<file path="src/rtl/ysyx_22040895_lsu.sv">
// ---------------------------------------------------------------------------
// ysyx_22040895_lsu : load/store unit with memory handshake, alignment and
//                     timeout faults. Revision 1.0
// ---------------------------------------------------------------------------
`default_nettype none

module ysyx_22040895_lsu #(
  parameter int MEM_TIMEOUT = 255
) (
  input  logic        clk,
  input  logic        rst,
  input  logic        in_valid,
  output logic        in_ready,
  input  logic [63:0] result_i,
  input  logic [63:0] mdata_i,
  input  logic [1:0]  memop_i,
  input  logic [1:0]  size_i,
  input  logic        unsigned_i,
  input  logic [4:0]  rd_i,
  input  logic        wen_i,
  output logic        mem_req,
  output logic        mem_we,
  output logic [63:0] mem_addr,
  output logic [63:0] mem_wdata,
  output logic [7:0]  mem_wmask,
  input  logic        mem_gnt,
  input  logic        mem_rvalid,
  input  logic [63:0] mem_rdata,
  output logic        out_valid,
  input  logic        out_ready,
  output logic [63:0] wdata_o,
  output logic [4:0]  rd_o,
  output logic        wen_o,
  output logic        exc_o,
  output logic [3:0]  exc_cause_o
);

  localparam int              CNT_W      = $clog2(MEM_TIMEOUT + 1);
  localparam logic [CNT_W-1:0] c_limit   = CNT_W'(MEM_TIMEOUT - 1);
  localparam logic [1:0]      c_st_idle  = 2'd0;
  localparam logic [1:0]      c_st_req   = 2'd1;
  localparam logic [1:0]      c_st_wait  = 2'd2;
  localparam logic [1:0]      c_st_resp  = 2'd3;

  logic [1:0]       r_state, w_next;
  logic [CNT_W-1:0] r_cnt;
  logic [63:0]      r_addr, r_st_data, r_wdata;
  logic [7:0]       r_st_mask;
  logic [1:0]       r_size;
  logic             r_is_store, r_unsigned, r_wen, r_exc;
  logic [4:0]       r_rd;
  logic [3:0]       r_cause;

  logic        w_is_load, w_is_store, w_misalign, w_done, w_tmo, w_busy;
  logic [7:0]  w_mask_base;
  logic [63:0] w_rsh, w_ldata;

  assign w_is_load  = (memop_i == 2'b01);
  assign w_is_store = (memop_i == 2'b10);
  assign w_busy     = (r_state == c_st_req) || (r_state == c_st_wait);

  always_comb begin
    w_misalign  = 1'b0;
    w_mask_base = 8'h01;
    case (size_i)
      2'b00: begin w_misalign = 1'b0;              w_mask_base = 8'h01; end
      2'b01: begin w_misalign = result_i[0];       w_mask_base = 8'h03; end
      2'b10: begin w_misalign = |result_i[1:0];    w_mask_base = 8'h0F; end
      default: begin w_misalign = |result_i[2:0];  w_mask_base = 8'hFF; end
    endcase
  end

  // A grant completes a store; a load completes on read data, which may
  // coincide with its grant.
  assign w_done = ((r_state == c_st_req) && mem_gnt && (r_is_store || mem_rvalid)) ||
                  ((r_state == c_st_wait) && mem_rvalid);
  assign w_tmo  = w_busy && (r_cnt >= c_limit) && !w_done;

  assign w_rsh = mem_rdata >> {r_addr[2:0], 3'b000};

  always_comb begin
    w_ldata = w_rsh;
    case (r_size)
      2'b00:   w_ldata = r_unsigned ? {56'd0, w_rsh[7:0]}  : {{56{w_rsh[7]}},  w_rsh[7:0]};
      2'b01:   w_ldata = r_unsigned ? {48'd0, w_rsh[15:0]} : {{48{w_rsh[15]}}, w_rsh[15:0]};
      2'b10:   w_ldata = r_unsigned ? {32'd0, w_rsh[31:0]} : {{32{w_rsh[31]}}, w_rsh[31:0]};
      default: w_ldata = w_rsh;
    endcase
  end

  always_ff @(posedge clk or negedge rst) begin
    if (!rst) r_state <= c_st_idle;
    else      r_state <= w_next;
  end

  always_comb begin
    w_next = r_state;
    case (r_state)
      c_st_idle: begin
        if (in_valid) begin
          if ((w_is_load || w_is_store) && !w_misalign) w_next = c_st_req;
          else                                          w_next = c_st_resp;
        end
      end
      c_st_req: begin
        if (w_done || w_tmo) w_next = c_st_resp;
        else if (mem_gnt)    w_next = c_st_wait;
      end
      c_st_wait: begin
        if (w_done || w_tmo) w_next = c_st_resp;
      end
      default: begin
        if (out_ready) w_next = c_st_idle;
      end
    endcase
  end

  always_comb begin
    in_ready  = (r_state == c_st_idle);
    mem_req   = (r_state == c_st_req);
    mem_we    = 1'b0;
    mem_addr  = 64'd0;
    mem_wdata = 64'd0;
    mem_wmask = 8'd0;
    out_valid = (r_state == c_st_resp);
    if (r_state == c_st_req) begin
      mem_we    = r_is_store;
      mem_addr  = {r_addr[63:3], 3'b000};
      mem_wdata = r_st_data;
      mem_wmask = r_st_mask;
    end
  end

  always_ff @(posedge clk or negedge rst) begin
    if (!rst) begin
      r_cnt      <= '0;
      r_addr     <= 64'd0;
      r_st_data  <= 64'd0;
      r_st_mask  <= 8'd0;
      r_size     <= 2'd0;
      r_is_store <= 1'b0;
      r_unsigned <= 1'b0;
      r_rd       <= 5'd0;
      r_wdata    <= 64'd0;
      r_wen      <= 1'b0;
      r_exc      <= 1'b0;
      r_cause    <= 4'd0;
    end else begin
      case (r_state)
        c_st_idle: begin
          if (in_valid) begin
            r_addr     <= result_i;
            r_is_store <= w_is_store;
            r_size     <= size_i;
            r_unsigned <= unsigned_i;
            r_rd       <= rd_i;
            r_st_data  <= mdata_i << {result_i[2:0], 3'b000};
            r_st_mask  <= w_mask_base << result_i[2:0];
            r_cnt      <= '0;
            if (!(w_is_load || w_is_store)) begin
              r_wdata <= result_i;
              r_wen   <= wen_i;
              r_exc   <= 1'b0;
              r_cause <= 4'd0;
            end else if (w_misalign) begin
              r_wdata <= 64'd0;
              r_wen   <= 1'b0;
              r_exc   <= 1'b1;
              r_cause <= w_is_store ? 4'd6 : 4'd4;
            end else begin
              r_wdata <= 64'd0;
              r_wen   <= wen_i && w_is_load;
              r_exc   <= 1'b0;
              r_cause <= 4'd0;
            end
          end
        end
        c_st_req, c_st_wait: begin
          r_cnt <= r_cnt + CNT_W'(1);
          if (w_done && !r_is_store) r_wdata <= w_ldata;
          if (w_tmo) begin
            r_exc   <= 1'b1;
            r_wen   <= 1'b0;
            r_cause <= r_is_store ? 4'd7 : 4'd5;
          end
        end
        default: ;
      endcase
    end
  end

  assign wdata_o     = r_wdata;
  assign rd_o        = r_rd;
  assign wen_o       = r_wen;
  assign exc_o       = r_exc;
  assign exc_cause_o = r_cause;

endmodule

`default_nettype wire

</file>
<file path="config.mk">
export PLATFORM = sky130hd
export DESIGN_NAME = ysyx_22040895_lsu
export DESIGN_NICKNAME = d
export VERILOG_FILES = /design/src/rtl/ysyx_22040895_lsu.sv
export SDC_FILE = /design/constraint.sdc
export NUM_CORES = 1
export LEC_CHECK = 0
export BUFFER_PORTS_ARGS = -buffer_cell sky130_fd_sc_hd__buf_2
export CAP_MARGIN = 0
export CORE_AREA = 3 3 166 168
export CTS_CLUSTER_DIAMETER = 120
export DETAILED_ROUTE_END_ITERATION = 16
export DIE_AREA = 0 0 169 171
export PLACE_DENSITY = 0.83
export SYNTH_ARGS = -nofsm -noshare
export SYNTH_HDL_FRONTEND = slang
export SYNTH_SLANG_ARGS = --single-unit
</file>
<file path="constraint.sdc">
create_clock -name clk -period 2.9 [get_ports clk]
set_clock_uncertainty 0.2 [all_clocks]
set_input_delay 0.29 -clock clk [delete_from_list [all_inputs] [get_ports clk]]
set_output_delay 0.29 -clock clk [all_outputs]
set_load 0.1 [all_outputs]
</file>
==> out/qor_table.md <==
| Parameter | This run | Unit |
|---|---|---|
| Status | finished, final reports clean | - |
| CP required | 2.41 | ns |
| Combined global-route utilization of all metal layers | 0.361 | - |
| Total via count in the routed design | 14000 | - |
| Die ar. | 28900 | sq um |
| Initial cell density of the core | 0.531 | - |
| Crit path max-delay cell type | sky130_fd_sc_hd__buf_2 | - |
| Router iterations before antenna repair | 8 | - |
| Number of slew-limit violations in the final report | 0 | - |
| Filler cell count | 1971 | - |
| DIE HEIGHT | 171 | um |
| First-pass GRT wire length | 81.7 | mm |
| Remaining antenna violation count after routing | 0 | - |
| Violation count after the first detailed-routing iteration | 1451 | - |
| Beginning of the worst register-to-register path | r_addr[1] | - |
| DR WL/cell | 24.4 | um |
| Utilization after layout | 0.694 | - |
| Critical-path maximum fanout | 44 | - |
| TritonCTS clock tree | done | - |
| Synthesized area per cell | 9.61 | sq um |
| Via count of the first global-routing pass | 13900 | - |
| Flop-to-flop setup slack | 0.19 | ns |
| Delay of the slowest cell on the worst path | 0.44 | ns |
| Capturing point of the worst reg2reg path | wdata_o[33] | - |
| Largest net degree at the start of global routing | 95 | - |
| Buffers inserted during post-CTS setup optimization | 0 | - |
| Arrival time at the worst endpoint | 2.29 | ns |
| CTS clock-pin slew for the worst setup and hold paths | 0.06 | ns |
| Total half-perimeter wirelength after legalization and detailed placement | 39.6 | mm |
| Critical hold path startpoint | mdata_i[8] | - |
| Setup TNS | 0 | ns |
| Part of the cycle the worst path needs | 0.959 | - |
| DRC Markers | 0 | - |
| Hold EP | r_st_data[8] | - |
| Depth of the CTS H-tree | 1 | - |
| Path category of the worst min-delay check | input port to register | - |
| Horiz. Die Dim | 169 | um |
| CP endpoint kind | primary output | - |
| Post-synth EDFFs | 0 | - |
| Top flip-flop cell by instance count after synthesis | sky130_fd_sc_hd__dfrtp_1 | - |
| Sequential cell area fraction in the yosys report | 0.404 | - |
| Period minus WS final | 2.78 | ns |
| Synth Register Bits | 223 | - |
| Placeable Area | 26100 | sq um |
| IO Pins | 424 | - |
| Floorplan row count | 59 | - |
| Post-synthesis cell type count | 66 | - |
| Clock buffer count from CTS | 26 | - |
| Post-detailed-routing wire length | 54.8 | mm |
| Hold-critical path depth | 3 | - |
| Max-cap violations | 0 | - |
| Setup crit start kind | register | - |
| Layout overhead on the synthesized area | 30.8 | % |
| Routed via count divided by cell count | 6.23 | - |
| Synth Cell Area | 13800 | sq um |
| Sum of buffers and inverters on the critical path | 3 | - |
| Setup CP Type | register to primary output | - |
| Achievable frequency | 359 | MHz |
| Slew at the pin closest to its max-slew limit | 0.813 | ns |
| Placer Congestion | 0.976 | - |
| Nets@finish | 2111 | - |
| Clock insertion delay at the later pin of the skew report | 0.55 | ns |
| Launch point of the worst path | r_state[1] | - |
| Slew margin rel. | 0.457 | - |
| Number of cells produced by synthesis | 1438 | - |
| Total global routing overflow | 0 | - |
| Cell at the root of the clock tree | sky130_fd_sc_hd__clkbuf_16 | - |
| Area of the multi-input gates | 7580 | sq um |
| Maximum buffer depth of the clock tree | 3 | - |
| Register-to-Register Path Depth | 5 | - |
| Seq. cell area | 5580 | sq um |
| Share of flip-flops with an asynchronous set or reset | 1.00 | - |
| Yosys synthesis warning count | 0 | - |
| Number of setup violations in the final report | 0 | - |
| Antenna violations before repair | 4 | - |
| TritonCTS Sinks | 223 | - |
| Fraction of final layout cells with drive strength greater than 1 | 0.341 | - |
| RSZ-0062 raised after global routing | false | - |
| Crit-path leading delay family | buffers and inverters | - |
| Ordered list of cells on the worst path | inv_1, ha_4, buf_4, and2_1, buf_2 | - |
| Minimum hold slack | 0.0201 | ns |
| Number of hold violations in the final report | 0 | - |
| Count of buffers inserted at the top-level ports | 419 | - |
-- stage by stage --
stage                     cell area, sq um  instances  worst slack (ns)
after floorplan                      13800       1441            0.0977
after global placement               16300       2110             0.320
after detailed placement             16300       2110             0.251
after CTS                            18100       2247             0.124
after global routing                 18100       2249            0.0509
final                                18100       2250             0.118
-- how the worst max path moves through the flow --
stage | end | slack (ns) | depth (start not counted)
3_5_place_dp | wdata_o[63] | 0.25 | 5
3_3_place_gp | wdata_o[21] | 0.32 | 5
2_1_floorplan | mem_addr[10] | 0.1 | 5
6_report | mem_addr[42] | 0.12 | 5
5_1_grt | mem_addr[42] | 0.05 | 5
4_1_cts | mem_addr[42] | 0.12 | 5
-- sequential cells by signal, summed over array words and instances, names as in the netlist --
signal	count
r_size	2
exc_cause_o	3
r_unsigned	1
r_st_mask	8
rd_o	5
r_st_data	64
r_state	2
r_addr	64
r_cnt	8
wdata_o	64
r_is_store	1
wen_o	1
-- tightest hold or removal path, stage by stage --
cell,delay [ns]
sky130_fd_sc_hd__buf_2,0.11
sky130_fd_sc_hd__mux2i_1,0.13
sky130_fd_sc_hd__o21ai_0,0.18
-- Yosys cell counts (8+ instances only) --
cell type / number / area, sq um
sky130_fd_sc_hd__nand2_1: 117 / 439
sky130_fd_sc_hd__a211oi_1: 35 / 263
sky130_fd_sc_hd__buf_4: 19 / 143
sky130_fd_sc_hd__nor2b_1: 16 / 100
sky130_fd_sc_hd__o22a_1: 9 / 78.8
sky130_fd_sc_hd__a22oi_1: 19 / 143
sky130_fd_sc_hd__a22o_1: 32 / 280
sky130_fd_sc_hd__ha_1: 8 / 100
sky130_fd_sc_hd__a21oi_1: 64 / 320
sky130_fd_sc_hd__mux4_2: 16 / 360
sky130_fd_sc_hd__dfrtp_1: 223 / 5580
sky130_fd_sc_hd__buf_1: 9 / 33.8
sky130_fd_sc_hd__mux2_2: 104 / 1170
sky130_fd_sc_hd__inv_1: 16 / 60.1
sky130_fd_sc_hd__o22ai_1: 13 / 81.3
sky130_fd_sc_hd__nand3_1: 12 / 60.1
sky130_fd_sc_hd__a21o_1: 42 / 315
sky130_fd_sc_hd__o31ai_1: 11 / 82.6
sky130_fd_sc_hd__and2_1: 137 / 857
sky130_fd_sc_hd__buf_2: 24 / 120
sky130_fd_sc_hd__mux2i_1: 96 / 961
sky130_fd_sc_hd__nor2_1: 73 / 274
sky130_fd_sc_hd__a31oi_1: 43 / 269
sky130_fd_sc_hd__clkbuf_1: 78 / 293
sky130_fd_sc_hd__o21ai_0: 133 / 666
-- repair_timing --
item | in CTS | in global routing
hold endpoints to repair | 226 | 0
hold buffers | 91 | 0
gates resized for setup | 0 | 0
-- area by class of cell --
class,count,area share
clock buffers,37,0.0427
diodes,3,0.000415
flip-flops and latches,223,0.309
inverters,18,0.00374
repair buffers,560,0.194
clock inverters,9,0.00782
well taps,335,0.0232
multi-input cells,1065,0.419
-- per-layer routing --
metal / track usage / up-vias / share of wire
li1: - / 6138 / -
met1: 0.426 / 6832 / 0.36
met2: 0.621 / 859 / 0.49
met3: 0.0855 / 184 / 0.094
met4: 0.181 / 4 / 0.055
met5: 0 / - / 0.00040
-- logic make-up after synthesis --
kind of cell | count (synthesis) | synth area share
and+or+nand+nor | 380 | 0.138
AOI/OAI and AO/OA | 455 | 0.217
DFF | 223 | 0.404
muxes | 218 | 0.182
other | 1 | 0.000271
buffers and inverters | 153 | 0.0520
adders and majority gates | 8 | 0.00724
-- layout by cell type (no fill, tap or decap), types with 7 or more instances in the layout --
master,n
sky130_fd_sc_hd__inv_1,16
sky130_fd_sc_hd__o21ai_0,133
sky130_fd_sc_hd__buf_2,417
sky130_fd_sc_hd__a211oi_1,35
sky130_fd_sc_hd__nand3_1,12
sky130_fd_sc_hd__and2_1,137
sky130_fd_sc_hd__o22ai_1,13
sky130_fd_sc_hd__buf_12,9
sky130_fd_sc_hd__nor2b_1,15
sky130_fd_sc_hd__nand2_1,116
sky130_fd_sc_hd__buf_4,42
sky130_fd_sc_hd__a22oi_1,19
sky130_fd_sc_hd__dlygate4sd3_1,91
sky130_fd_sc_hd__dfrtp_1,221
sky130_fd_sc_hd__mux4_2,16
sky130_fd_sc_hd__nor2_1,73
sky130_fd_sc_hd__a221oi_1,7
sky130_fd_sc_hd__mux2i_1,96
sky130_fd_sc_hd__o31ai_1,11
sky130_fd_sc_hd__clkbuf_16,26
sky130_fd_sc_hd__a21oi_1,62
sky130_fd_sc_hd__a22o_1,32
sky130_fd_sc_hd__a21o_1,42
sky130_fd_sc_hd__clkbuf_8,8
sky130_fd_sc_hd__a31oi_1,43
sky130_fd_sc_hd__o22a_1,9
sky130_fd_sc_hd__mux2_2,104
Power is not shown: default switching activity piles up to over one toggle a cycle in this logic, so the estimate is an artifact.
